<file path="src/rtl/mram_burst_arbiter.sv">
// Round-robin arbiter for the shared MRAM burst address path.
// Latches the winning request and steps one beat per memory acknowledge.
module mram_burst_arbiter #(
    parameter int ADDR_WIDTH = 20,
    parameter int LEN_WIDTH  = 4
) (
    input  logic                  clk,
    input  logic                  rst,
    input  logic [1:0]            req,
    input  logic [ADDR_WIDTH-1:0] req_addr0,
    input  logic [LEN_WIDTH-1:0]  req_len0,
    input  logic                  req_we0,
    input  logic [ADDR_WIDTH-1:0] req_addr1,
    input  logic [LEN_WIDTH-1:0]  req_len1,
    input  logic                  req_we1,
    output logic [1:0]            grant,
    output logic                  owner,
    output logic                  busy,
    output logic                  mem_en,
    output logic                  mem_we,
    output logic [ADDR_WIDTH-1:0] mem_addr,
    input  logic                  mem_ack,
    output logic                  beat_done,
    output logic                  burst_done
);

    typedef enum logic [1:0] {
        IDLE,
        ISSUE,
        DONE
    } state_t;

    state_t                state;
    logic                  last_owner;
    logic [ADDR_WIDTH-1:0] base;
    logic [LEN_WIDTH-1:0]  len;
    logic [LEN_WIDTH-1:0]  beat_cnt;
    logic [LEN_WIDTH-1:0]  nxt_cnt;

    logic                  win;
    logic [ADDR_WIDTH-1:0] sel_addr;
    logic [LEN_WIDTH-1:0]  sel_len;
    logic                  sel_we;

    assign nxt_cnt = beat_cnt + LEN_WIDTH'(1);

    // Pick the winner: on contention the requester that did not go last wins
    always_comb begin
        win = req[1];
        if (req == 2'b11) begin
            win = ~last_owner;
        end
        sel_addr = win ? req_addr1 : req_addr0;
        sel_len  = win ? req_len1  : req_len0;
        sel_we   = win ? req_we1   : req_we0;
    end

    // Burst FSM with all outputs registered
    always_ff @(posedge clk) begin
        if (!rst) begin
            state      <= IDLE;
            last_owner <= 1'b1;
            owner      <= 1'b0;
            grant      <= 2'b00;
            busy       <= 1'b0;
            mem_en     <= 1'b0;
            mem_we     <= 1'b0;
            mem_addr   <= '0;
            base       <= '0;
            len        <= '0;
            beat_cnt   <= '0;
            beat_done  <= 1'b0;
            burst_done <= 1'b0;
        end else begin
            grant      <= 2'b00;
            beat_done  <= 1'b0;
            burst_done <= 1'b0;
            unique case (state)
                IDLE: begin
                    if (|req) begin
                        state      <= ISSUE;
                        busy       <= 1'b1;
                        base       <= sel_addr;
                        len        <= sel_len;
                        beat_cnt   <= '0;
                        owner      <= win;
                        last_owner <= win;
                        grant      <= win ? 2'b10 : 2'b01;
                        mem_en     <= 1'b1;
                        mem_we     <= sel_we;
                        mem_addr   <= sel_addr;
                    end
                end
                ISSUE: begin
                    if (mem_ack) begin
                        beat_done <= 1'b1;
                        if (beat_cnt == len) begin
                            state  <= DONE;
                            mem_en <= 1'b0;
                        end else begin
                            beat_cnt <= nxt_cnt;
                            mem_addr <= base + ADDR_WIDTH'(nxt_cnt);
                        end
                    end
                end
                DONE: begin
                    burst_done <= 1'b1;
                    busy       <= 1'b0;
                    state      <= IDLE;
                end
                default: begin
                    state <= IDLE;
                end
            endcase
        end
    end

endmodule

</file>
<file path="config.mk">
export PLATFORM = sky130hd
export DESIGN_NAME = mram_burst_arbiter
export DESIGN_NICKNAME = d
export VERILOG_FILES = /design/src/rtl/mram_burst_arbiter.sv
export SDC_FILE = /design/constraint.sdc
export NUM_CORES = 1
export LEC_CHECK = 0
export CORE_UTILIZATION = 33
export CTS_CLUSTER_DIAMETER = 120
export DETAILED_ROUTE_END_ITERATION = 12
export GPL_ROUTABILITY_DRIVEN = 0
export GPL_TIMING_DRIVEN = 1
export PLACE_DENSITY = 0.7
export RECOVER_POWER = 100
export SKIP_LAST_GASP = 1
export SLEW_MARGIN = 20
export SYNTH_ARGS = -nofsm -noshare
export SYNTH_HDL_FRONTEND = slang
export SYNTH_SLANG_ARGS = --single-unit
</file>
<file path="constraint.sdc">
create_clock -name clk -period 5.65 [get_ports clk]
set_input_delay 1.13 -clock clk [delete_from_list [all_inputs] [get_ports clk]]
set_output_delay 1.13 -clock clk [all_outputs]
set_load 0.01 [all_outputs]
</file>
## Word level (Yosys, flattened, before mapping)

Cells that the tools add are included.

| operators by class | value |
|---|---|
| add/subtract/negate cells | 2 |
| equality and inequality tests | 8 |
| mux-type cells | 24 |
| bitwise logic cells | 1 |
| reductions and logical operators | 11 |

Operators by type and width:

| cell | count |
|---|---|
| 2-to-1 mux 20 bit | 4 |
| case mux 20 bit (2 select lines) | 1 |
| adder 20 x 4 -> 20 bit | 1 |
| 2-to-1 mux 4 bit | 4 |
| 2-to-1 mux 2 bit | 4 |
| inequality test 2 bit, second input constant | 4 |
| case mux 4 bit (2 select lines) | 1 |
| AND reduction 4 bit | 2 |
| 2-to-1 mux 1 bit | 7 |
| AND reduction 2 bit | 3 |
| AND reduction 3 bit | 2 |
| adder 4 x 1 -> 4 bit, second input constant | 1 |
| == test 2 bit, second input constant | 2 |
| == test 4 bit | 1 |
| case mux 1 bit (2 select lines) | 2 |
| case mux 2 bit (2 select lines) | 1 |
| nonzero test 2 bit | 2 |
| == test 2 x 1 -> 1 bit, second input constant | 1 |
| logical NOT 2 bit | 1 |
| OR reduction 2 bit | 1 |
| NOT 1 bit | 1 |

| word-level totals | value |
|---|---|
| register bits | 59 |
| output and inout port bits | 28 |

## Depth between registers and ports, before layout

Gate-level depths: netlist (run 1).

| logic depth | value |
|---|---|
| depth in word-level cells | 5 |
| mapped depth | 9 |

## Least setup slack after synthesis (run 1)

No wires, ideal clock.

| timing | value |
|---|---|
| kind | input to register |
| from | input port req[1] |
| to | register mem_addr[5] |
| setup time | 123 ps |
| arrival time | 2158 ps |
| required time | 5527 ps |
| slack | 3369 ps |
| cell stages on the path | 5 |
| buffers on the path | 1 |
| cells stage by stage | a21boi_2 > buf_4 > mux2_2 > o21ai_0 > o21ai_0 |

| on the way | value |
|---|---|
| word-level cells in the longest chain between the ends | 5 |
| elaborated cells between the ends (all ways) | 8 |
| classes of those cells | 2 x eq/ne; 4 x mux; 2 x reduce/logical |

RTL lines:

| item | RTL line | RTL |
|---|---|---|
| start, declared | 9 | `input logic [1:0] req,` |
| == test 2 bit | 50 | `if (req == 2'b11) begin` |
| 2-to-1 mux 1 bit | 50 |  |
| 2-to-1 mux 20 bit | 53 | `sel_addr = win ? req_addr1 : req_addr0;` |
| 2-to-1 mux 20 bit | 80 | `if (\|req) begin` |
| case mux 20 bit (2 select lines) | 78 | `unique case (state)` |
| end signal, assigned | 91 | `mem_addr <= sel_addr;` |
| end signal, assigned | 102 | `mem_addr <= base + ADDR_WIDTH'(nxt_cnt);` |
| end, declared | 21 | `output logic [ADDR_WIDTH-1:0] mem_addr,` |

Parallel ways exist; a longest one is shown, timed or not. The select of a mux whose other input is x is not followed.
A chain may end at the register's enable or synchronous reset.

## Worst setup path after layout (run 1)

| timing | value |
|---|---|
| from | input port req[1] |
| to | register mem_addr[12] |

The elaborated chain is that of the path after synthesis.

==> reports/results.ini, run 1 <==
[grt]
grt_pass1_vias=2846
grt_max_degree=28
antenna_found_initial=0
grt-ovfl-total=0
grt_pass1_wl_um=13600
track_usage_pct=17.9

[synthesis]
syn_area_um2=3120
syn-mean-instance-area_um2=8.58
synth.top_cell.area_share_pct=37.9
seq_area_frac_synth_pct=37.9
synth_top_area_cell=dfxtp_1
synth-seq-cells=59
synth_nets=424
synth_cell_types=51
synth_warnings=0
syn_inst=363
synth.area.top_cells=dfxtp_1 38%, a211oi_1 5.8%, mux2i_1 4.8%

[clock_network]
cts-root-buf=clkbuf_8
htreeDepth=3
cts_tree=built
clk_latency_ns=0.35
cts_buffer_depth=2
postCtsHoldBufs=0
cts_resized=0
cts.sinks=59
cts_made_buffers=9
path_clk_slew_ns=0.07
cts_setup_buffers=0

[critical_path]
slowest_delay_ns=1.50
crit_fanout=24
critPathCaptureType=flop
worstPathArrival_ns=4.36
cp_cell_sequence=clkdlybuf4s50_1 > a21boi_0 > buf_4 > mux2i_1 > a22oi_1 > o31ai_1 > a21oi_1
critical_path_class=in2reg
cpMaxStageDelayCell=a21boi_0
critPathRequiredTime_ns=5.83
startpoint_type=input pin

[cells_and_area]
n_fill_cell=912
drive_gt1_share_pct=5.67
area_delta_synth_final_pct=32.7
antennaDiodeCount=0
fin_nets=497

[floorplan]
die_w_um=99.2
fp-row-count=35
num_io_pins=83
start_util_pct=33.9
die-area_um2=9830
die_y_um=99.2
fp.coreArea_um2=9200

[timing]
min_period_over_period_pct=74.0
setup_viol_count_final=0
slew_violations=32
rsz0062_at_grt=false
fmax_mhz=239
period_needed_ns=4.18
finClkSkew_ns=0.00989
setup_tns_ns=0
finalHoldViolations=0
relSlewSlack_pct=-31.6
worstMarginPinSlew_ns=1.96

[worst_hold_path]
hp-class=reg2reg

[pwr]
p_leak_nw=1.64
p_per_area_nw_per_um2=289
ir_drop_uv=107
finalPower_w=0.00120

[drt]
routed_wl_um=8450
drtIter0Drc=195
num_vias=2956
viasPerCell=5.36
drc_errors=0
antenna_left=0
routedWlPerCell_um=15.3
drt_first_pass_iters=4

[placed_design]
port_buffers=82
hpwl_um=5940

[outcome]
violations=capacitance limit, slew limit
status=finished, violations left

[run]
max-cap-violations=2

cells in the final DEF (no fill, tap or decap), types with 3 or more instances in the layout:
cell type / Yosys / final
clkinv_2: 0 / 3
nor4_1: 4 / 4
dfxtp_1: 59 / 59
dlygate4sd3_1: 0 / 29
nor3_1: 12 / 13
o21ai_0: 13 / 13
nand2_1: 38 / 38
clkdlybuf4s50_1: 0 / 53
a21oi_1: 25 / 25
clkbuf_1: 15 / 5
o221ai_1: 5 / 5
xor2_1: 6 / 6
inv_1: 4 / 4
nand3_1: 24 / 24
and3_1: 7 / 7
o31a_1: 3 / 3
clkbuf_8: 1 / 10
xnor2_1: 8 / 8
ha_1: 5 / 5
mux2i_1: 15 / 15
o21a_1: 5 / 5
nor2b_1: 4 / 4
a211oi_1: 24 / 24
nor2_1: 31 / 31
o31ai_1: 5 / 5
mux2_1: 0 / 5
state kept, by name, indices dropped and copies added, names as in the netlist:
register	flops
beat_cnt	4
last_owner	1
state	2
mem_addr	20
owner	1
base	20
grant	2
mem_we	1
len	4
busy	1
beat_done	1
mem_en	1
burst_done	1
critical path: cells and delay by family:
family,cells,cell delay [ns]
AO/OA/AOI/OAI,4,1.84
buffers and inverters,2,1.06
multiplexers,1,0.32
path summary, 6_finish.rpt:
kind | start | end | slack (ns) | cells past startpoint
hold / removal | mem_addr[13]$_SDFFE_PN0P_ | mem_addr[13]$_SDFFE_PN0P_ | 0.45 | 2
setup / recovery | req[1] | mem_addr[12]$_SDFFE_PN0P_ | 1.47 | 7
hold reg to reg | mem_addr[13]$_SDFFE_PN0P_ | mem_addr[13]$_SDFFE_PN0P_ | 0.45 | 2
setup reg to reg | state[0]$_SDFFE_PN0P_ | base[13]$_SDFFE_PN0P_ | 2.32 | 4
where the power goes:
group	switching (W)	internal, W
Combinational	0.000158	0.000142
Sequential	0.0000415	0.000466
Clock	0.000174	0.000213
kinds of logic (layout without fill, tap and decap cells):
kind of cell,count (synthesis),after routing,share of synthesized area [%]
simple gates,136,136,21.4
compound gates,96,96,21.4
flops,59,59,37.9
buf+inv,30,108,5.38
mux,22,22,7.35
xor+xnor,14,14,3.94
fa+ha+maj,6,6,2.65
Yosys cell counts, drive strengths merged:
cell type  number
and4            2
o31a            3
and3b           1
o211a           1
nor3           13
xnor2           8
a221oi          1
nor2b           4
inv             4
ha              5
a21boi          1
nand2b          1
o21a            5
and2            3
a21oi          25
nand2          39
nand4           4
clkbuf         16
buf             9
a22oi           2
mux2            7
nor4            5
and3            7
o21ai          14
a211o           1
nand3          24
a21o            2
a211oi         24
xor2            6
or4             1
o211ai          2
o311ai          4
nor2           31
o41ai           1
clkinv          1
mux2i          15
fa              1
dfxtp          59
o221ai          5
nand4b          1
o31ai           5
through the flow:
step                      instances  setup slack, ns  cell area (um2)  hold slack (ns)  util, %
final                           552             1.47             4130            0.452     45.0
after global routing            552             1.15             4130            0.472     45.0
after CTS                       552             2.47             4170            0.460     45.4
after detailed placement        536             2.13             3980            0.449     43.3
after global placement          536             2.20             3980            0.443     43.3
after floorplan                 363             3.37             3120            0.441        -
metal layers:
metal | share of wire (%) | GRT usage, %
met1 | 44 | 21.7
met2 | 48 | 29.9
met3 | 5.9 | 3.16
met4 | 2.4 | 10.2
met5 | 0 | 0
area by class of cell:
type | instances | area (um2) | share of cell area (%)
clock buffers | 11 | 141 | 3.42
clock inverters | 5 | 52.6 | 1.27
inverters | 5 | 18.8 | 0.454
multi-input cells | 274 | 1760 | 42.5
flip-flops and latches | 59 | 1180 | 28.6
well taps | 111 | 139 | 3.36
repair buffers | 87 | 843 | 20.4
No activity file was read; power rests on OpenSTA's default activity.
==> inputs of run 2 (changes only) <==
--- a/config.mk
+++ b/config.mk
@@ -10,7 +10,7 @@
 export DETAILED_ROUTE_END_ITERATION = 12
 export GPL_ROUTABILITY_DRIVEN = 0
 export GPL_TIMING_DRIVEN = 1
-export PLACE_DENSITY = 0.7
+export PLACE_DENSITY = 0.72
 export RECOVER_POWER = 100
 export SKIP_LAST_GASP = 1
 export SLEW_MARGIN = 20
==> constraint.sdc (replaced) <==
create_clock -name clk -period 3.8 [get_ports clk]
set_input_delay 0.76 -clock clk [delete_from_list [all_inputs] [get_ports clk]]
set_output_delay 0.76 -clock clk [all_outputs]
set_load 0.01 [all_outputs]
==> reports/results.ini, run 2 (synthesis gave the netlist of run 1 again) <==
[clock_network]
path_clk_slew_ns=0.06
cts_buffer_depth=2
cts.sinks=59
cts_made_buffers=9
cts_setup_buffers=0
clk_latency_ns=0.34
cts_resized=0
htreeDepth=3
cts_tree=built
postCtsHoldBufs=0
cts-root-buf=clkbuf_8

[grt]
antenna_found_initial=0
grt_pass1_vias=2971
track_usage_pct=18.6
grt-ovfl-total=0
grt_max_degree=42
grt_pass1_wl_um=14200

[drt]
num_vias=3025
routedWlPerCell_um=15.7
drc_errors=0
viasPerCell=5.47
antenna_left=0
routed_wl_um=8700
drt_first_pass_iters=4
drtIter0Drc=141

[timing]
setup_viol_count_final=0
period_needed_ns=3.23
slew_violations=0
setup_tns_ns=0
finClkSkew_ns=0.00982
finalHoldViolations=0
fin_ws_ns=0.568
fmax_mhz=309
worstMarginPinSlew_ns=1.37
rsz0062_at_grt=false
relSlewSlack_pct=7.90
min_period_over_period_pct=85.1
timing.hold.ws_ns=0.454

[pwr]
p_per_area_nw_per_um2=410
finalPower_w=0.00170
p_leak_nw=1.64
ir_drop_uv=218

[floorplan]
fp.coreArea_um2=9200
die_w_um=99.2
num_io_pins=83
die-area_um2=9830
die_y_um=99.2
fp-row-count=35
start_util_pct=33.9

[cells_and_area]
final_common_cell=dfxtp_1
reg_top3=base: 20 flops, mem_addr: 20 flops
fin_nets=499
antennaDiodeCount=0
layout_common_cells=59 x dfxtp_1, 52 x clkdlybuf4s50_1, 38 x nand2_1
drive_gt1_share_pct=6.11
n_fill_cell=916
finalNonFillerCells=553
area_delta_synth_final_pct=32.7

[run]
max-cap-violations=0

[placed_design]
port_buffers=82
placedCellCount=538
post-place-ws_ns=1.04
hpwl_um=6180

[critical_path]
crit_fanout=28
critPathCaptureType=flop
worstPathArrival_ns=3.42
startpoint_type=input pin
critPathRequiredTime_ns=3.99
critical_path_class=in2reg

[worst_hold_path]
hp-class=reg2reg

[outcome]
status=complete, no violations

-- run 2: cell count changes in the layout (fill, tap and decap cells not counted), sizes merged --
cell           previous run  this run
clkdlybuf4s50            53        52
clkinvlp                  1         0
dlygate4sd3              29        30
buf                       1         3
bufinv                    1         0
clkbuf                   15        16
-- run 2: worst max-delay path, stage by stage --
cell and delay (ns):
dlygate4sd3_1 0.59, a21boi_0 1.08, buf_12 0.30, mux2_1 0.37, o221ai_1 0.20, a21oi_1 0.10
-- run 2: path summary, 6_finish.rpt --
path | depth (start not counted) | startpoint | endpoint | slack [ns]
setup / recovery | 6 | req[0] | mem_addr[3]$_SDFFE_PN0P_ | 0.57
hold / removal | 2 | mem_addr[0]$_SDFFE_PN0P_ | mem_addr[0]$_SDFFE_PN0P_ | 0.45
setup reg to reg | 8 | beat_cnt[0]$_SDFFE_PN0P_ | mem_addr[17]$_SDFFE_PN0P_ | 0.93
hold reg to reg | 2 | mem_addr[0]$_SDFFE_PN0P_ | mem_addr[0]$_SDFFE_PN0P_ | 0.45
-- run 2: layer usage --
metal | part of all wire [%] | vias to the layer above | GRT usage (%)
met2 | 50 | 112 | 31.4
met3 | 6.8 | 19 | 6.39
met1 | 42 | 1415 | 21.9
met5 | 0 | - | 0
met4 | 1.9 | 0 | 6.79
li1 | - | 1479 | -
-- run 2: stage by stage --
step | instance area, um2 | util (%)
3_3_place_gp | 4010 | 43.6
4_1_cts | 4170 | 45.3
2_1_floorplan | 3120 | -
6_report | 4140 | 45.0
5_1_grt | 4140 | 45.0
3_5_place_dp | 4010 | 43.6
-- run 2: layout make-up --
cell class	count	area [um2]	share of cell area [%]
clock buffer	12	145	3.51
clock inverter	3	15.0	0.363
inverter	5	18.8	0.454
multi-input combinational	274	1770	42.7
sequential	59	1180	28.6
tap	111	139	3.36
timing repair buffer	89	871	21.1
-- run 2: power breakdown --
part	internal, W	switching [W]	leakage [nW]
logic	0.000216	0.000240	1.07
registers	0.000693	0.0000651	0.488
clock network	0.000247	0.000235	0.0860
total	0.00116	0.000540	1.64
